`src/rtl/bit_serial_deserializer.sv`:
```
// LSB-first serial-to-parallel receiver with a valid/ready word handshake
// and a sticky overrun flag for frame starts that could not be taken.
module bit_serial_deserializer #(
  parameter int WL = 4
) (
  input  logic          clk,
  input  logic          rst,
  input  logic          start,
  input  logic          sbit,
  input  logic          out_ready,
  input  logic          clr_err,
  output logic [WL-1:0] word,
  output logic          word_valid,
  output logic          busy,
  output logic          overrun
);

  localparam int CW = $clog2(WL);
  localparam logic [CW-1:0] LAST = CW'(WL - 1);

  typedef enum logic [1:0] {IDLE, SHIFT, HOLD} state_t;

  state_t        state, state_nx;
  logic [WL-1:0] sr;
  logic [CW-1:0] bit_cnt, bit_cnt_nx;
  logic          capture;
  logic          set_ovr;

  always_comb begin
    state_nx   = state;
    bit_cnt_nx = bit_cnt;
    capture    = 1'b0;
    set_ovr    = 1'b0;
    busy       = 1'b0;
    word_valid = 1'b0;
    case (state)
      IDLE: begin
        if (start) begin
          capture    = 1'b1;
          bit_cnt_nx = CW'(1);
          state_nx   = SHIFT;
        end
      end
      SHIFT: begin
        busy    = 1'b1;
        capture = 1'b1;
        set_ovr = start;
        if (bit_cnt == LAST) begin
          bit_cnt_nx = '0;
          state_nx   = HOLD;
        end else begin
          bit_cnt_nx = bit_cnt + CW'(1);
        end
      end
      HOLD: begin
        word_valid = 1'b1;
        if (out_ready) begin
          // accepting the word frees sr, so a coincident start begins the next frame
          if (start) begin
            capture    = 1'b1;
            bit_cnt_nx = CW'(1);
            state_nx   = SHIFT;
          end else begin
            state_nx = IDLE;
          end
        end else if (start) begin
          set_ovr = 1'b1;
        end
      end
      default: state_nx = IDLE;
    endcase
  end

  always_ff @(posedge clk or negedge rst) begin
    if (!rst) begin
      state   <= IDLE;
      bit_cnt <= '0;
      sr      <= '0;
      overrun <= 1'b0;
    end else begin
      state   <= state_nx;
      bit_cnt <= bit_cnt_nx;
      if (capture) sr <= {sbit, sr[WL-1:1]};
      if (set_ovr)      overrun <= 1'b1;
      else if (clr_err) overrun <= 1'b0;
    end
  end

  assign word = sr;

endmodule

```
`config.mk`:
```
export PLATFORM = sky130hd
export DESIGN_NAME = bit_serial_deserializer
export DESIGN_NICKNAME = d
export VERILOG_FILES = /design/src/rtl/bit_serial_deserializer.sv
export SDC_FILE = /design/constraint.sdc
export NUM_CORES = 1
export LEC_CHECK = 0
export CORE_UTILIZATION = 41
export CTS_CLUSTER_DIAMETER = 200
export DETAILED_ROUTE_END_ITERATION = 8
export PLACE_DENSITY = 0.69
export SYNTH_ARGS = -nofsm -noshare
export SYNTH_HDL_FRONTEND = slang
export SYNTH_SLANG_ARGS = --single-unit
export TNS_END_PERCENT = 20
```
`constraint.sdc`:
```
create_clock -name clk -period 1.6 [get_ports clk]
set_input_delay 0.32 -clock clk [delete_from_list [all_inputs] [get_ports clk]]
set_output_delay 0.32 -clock clk [all_outputs]
set_load 0.02 [all_outputs]
```
==> reports/results.ini <==
[outcome]
status = complete, but fails checks
violations = negative setup slack

[final_layout]
final_nets = 86
diodes = 0
layout-drive-gt1-share = 0.417
fill_cells = 92
fin_cells = 86
multi_input_area_um2 = 330
regArea_um2 = 226
syn2layout_area_growth_pct = 52.4

[worst_setup_path]
cp-start-kind = flop
cp_num_buf_inv = 2
max_stage_delay_ns = 0.44
cpMaxStageDelayCell = dfrtp_2
cp.arrival_ns = 1.74
worstPathMaxFanout = 4
cp.required_ns = 1.74
path_class = flop to flop
crit_chain = inv_2 -> ha_4 -> buf_4 -> a211oi_2 -> nor3_4 -> mux2_4
end_kind = flop
path_delay_family = flip-flops

[grt]
overflow = 0
grt_use_met3 = 0.0465
grt_max_degree = 10
met2_usage = 0.267
met1_usage = 0.242
grt_pass1_wl_um = 1770
grt_use_total = 0.183
grt_pass1_vias = 425
busiest_layer = met2
grt_antenna_before_repair = 0

[logic_synthesis]
synthMuxAreaShare = 0.159
synth_cell_types = 20
syn_area_um2 = 537
synth_enable_flop_cells = 0
synthAdderAreaFrac = 0.163
ys_seq_area_frac = 0.420
synth_top_area_cell = dfrtp_1
post_synth_xor_area_fraction = 0
netlist_instances = 45
avgSynthCellArea_um2 = 11.9
ys.flop_type = dfrtp_1
synthArstFlopShare = 1.00
synth_nets = 58
ys_warn_count = 0
synth_top_area_frac = 0.420
synth_top_family_by_area = adder cells
synth_common_cells = dfrtp_1 (9), ha_1 (7), inv_1 (4), mux2_1 (4)
synth_compound_area_frac = 0.0932
synth_seq_cells = 9
synthTopCellsByArea = dfrtp_1 (42%), ha_1 (16%), mux2_1 (8.4%)
synth-simple-area-share = 0.138
yosysMostFrequentCell = dfrtp_1

[place]
gp_congestion = 0.662
io_buffer_count = 12
place.detailed.hpwl_um = 745
dp_slack_ns = -0.0921
place_inst = 79

[timing]
hold_violations = 0
skew_ns = 0.00180
fin_ws_ns = -0.000696
final.min_clock_period_ns = 1.60
worst_slew_pin_slew_ns = 0.397
clock.fmax_mhz = 625
setup_violations = 1
fin_crit_sh = 1.00
slew-limit-headroom = 0.735
rsz0062_at_grt = yes
final_max_slew_viol_count = 0

[clocking]
cts-root-buf = clkbuf_4
clock_latency_ns = 0.25
h-tree-depth = 1
clkTransAtPathRegs_ns = 0.06
cts_buffers = 3
clock_path_buffers = 2
cts_num_sinks = 9
cts_tree = done

[detailed_routing]
drt_iter0_drc = 1
wl_per_cell_um = 12.6
ant_nets = 0
drc = 0
via_per_inst = 4.77
vias = 410
wirelength_um = 1090
first_pass_iters = 2

[floorplan]
core-area_um2 = 1160
io_pins = 13
die_y_um = 38.2
die_x_um = 38.2
start_util = 0.464
num_rows = 12
die_area_um2 = 1460

[power_and_ir_drop]
sequentialPowerShare = 0.263
power.density_nw_per_um2 = 1970
ir_drop_mv = 0.993
power_frac_clock = 0.106
p_int_w = 0.00100
p_sw_w = 0.000610
p_leak_nw = 0.390
power.total_w = 0.00161
combPwrFrac = 0.631
switching_share = 0.378

[worst_hold_path]
hp-class = input port to async pin

[flow_run]
drv_cap = 0

==> layout make-up <==
type | count | share of cell area
inverter | 4 | 0.0183
timing repair buffer | 23 | 0.248
clock buffer | 4 | 0.0321
tap | 14 | 0.0214
sequential | 9 | 0.277
multi-input combinational | 32 | 0.404
==> logic make-up (layout without fill, tap and decap cells) <==
kind of cell / after synthesis / in the layout
multiplexers: 7 / 7
AND/OR/NAND/NOR: 11 / 11
buffers and inverters: 4 / 31
flip-flops: 9 / 9
adder cells (fa/ha/maj): 7 / 7
AO/OA/AOI/OAI: 7 / 7
==> per-layer routing <==
layer	vias up	routed length, um
met4	0	0
met2	13	488
met3	0	58
met5	-	0
met1	186	539
li1	211	-
==> cells in the final DEF (no fill, tap or decap), drive strengths merged <==
cell type and count:
dfrtp 9, a211oi 1, mux2i 1, buf 12, a21oi 2, nor2b 3
nor3b 1, mux2 6, nand2 1, dlymetal6s2s 2, clkdlybuf4s50 8, clkdlybuf4s15 1
nor3 2, clkbuf 4, o211ai 1, nand2b 2, o21ai 2, ha 7
inv 4, nor2 2, o32a 1
==> sequential cells by signal, indices dropped and copies added, names as in the netlist <==
name     flops
state        2
overrun      1
word         4
bit_cnt      2
==> stage by stage <==
step	util	hold WS, ns	cell area (um^2)	TNS (ns)
final	0.708	0.355	818	-0.000696
after global routing	0.708	0.388	818	-0.136
after CTS	0.694	0.362	802	0
after detailed placement	0.640	0.475	739	-0.419
after global placement	0.640	0.480	739	-0.323
after floorplan	-	0.0244	542	0
==> power groups by stage <==
stage / Clock, W / Sequential, W / Combinational, W
finish: 0.000171 / 0.000423 / 0.00102
global route: 0.000187 / 0.000437 / 0.00110
CTS: 0.000181 / 0.000419 / 0.00100
detailed placement: 0 / 0.000410 / 0.000922
global placement: 0 / 0.000409 / 0.000912
floorplan: 0 / 0.000481 / 0.000485
==> repair_timing <==
action | in CTS | in global routing
setup buffers | 2 | 1
setup endpoints to repair | 7 | 10
pin swaps | 1 | 1
hold buffers | 0 | 0
resized for setup | 11 | 6
==> worst paths after layout <==
| path | from | to | slack, ns | cells after the start |
|---|---|---|---|---|
| min reg2reg | word[0] | word[0] | 0.52 | 1 |
| max in group asynchronous | rst | state[1] | 0.94 | 1 |
| min | rst | bit_cnt[1] | 0.35 | 1 |
| max | state[1] | word[1] | -0.0007 | 6 |
| min in group clk | word[0] | word[0] | 0.52 | 1 |
| max reg2reg | state[1] | word[1] | -0.0007 | 6 |
No activity file was read; power rests on OpenSTA's default activity.
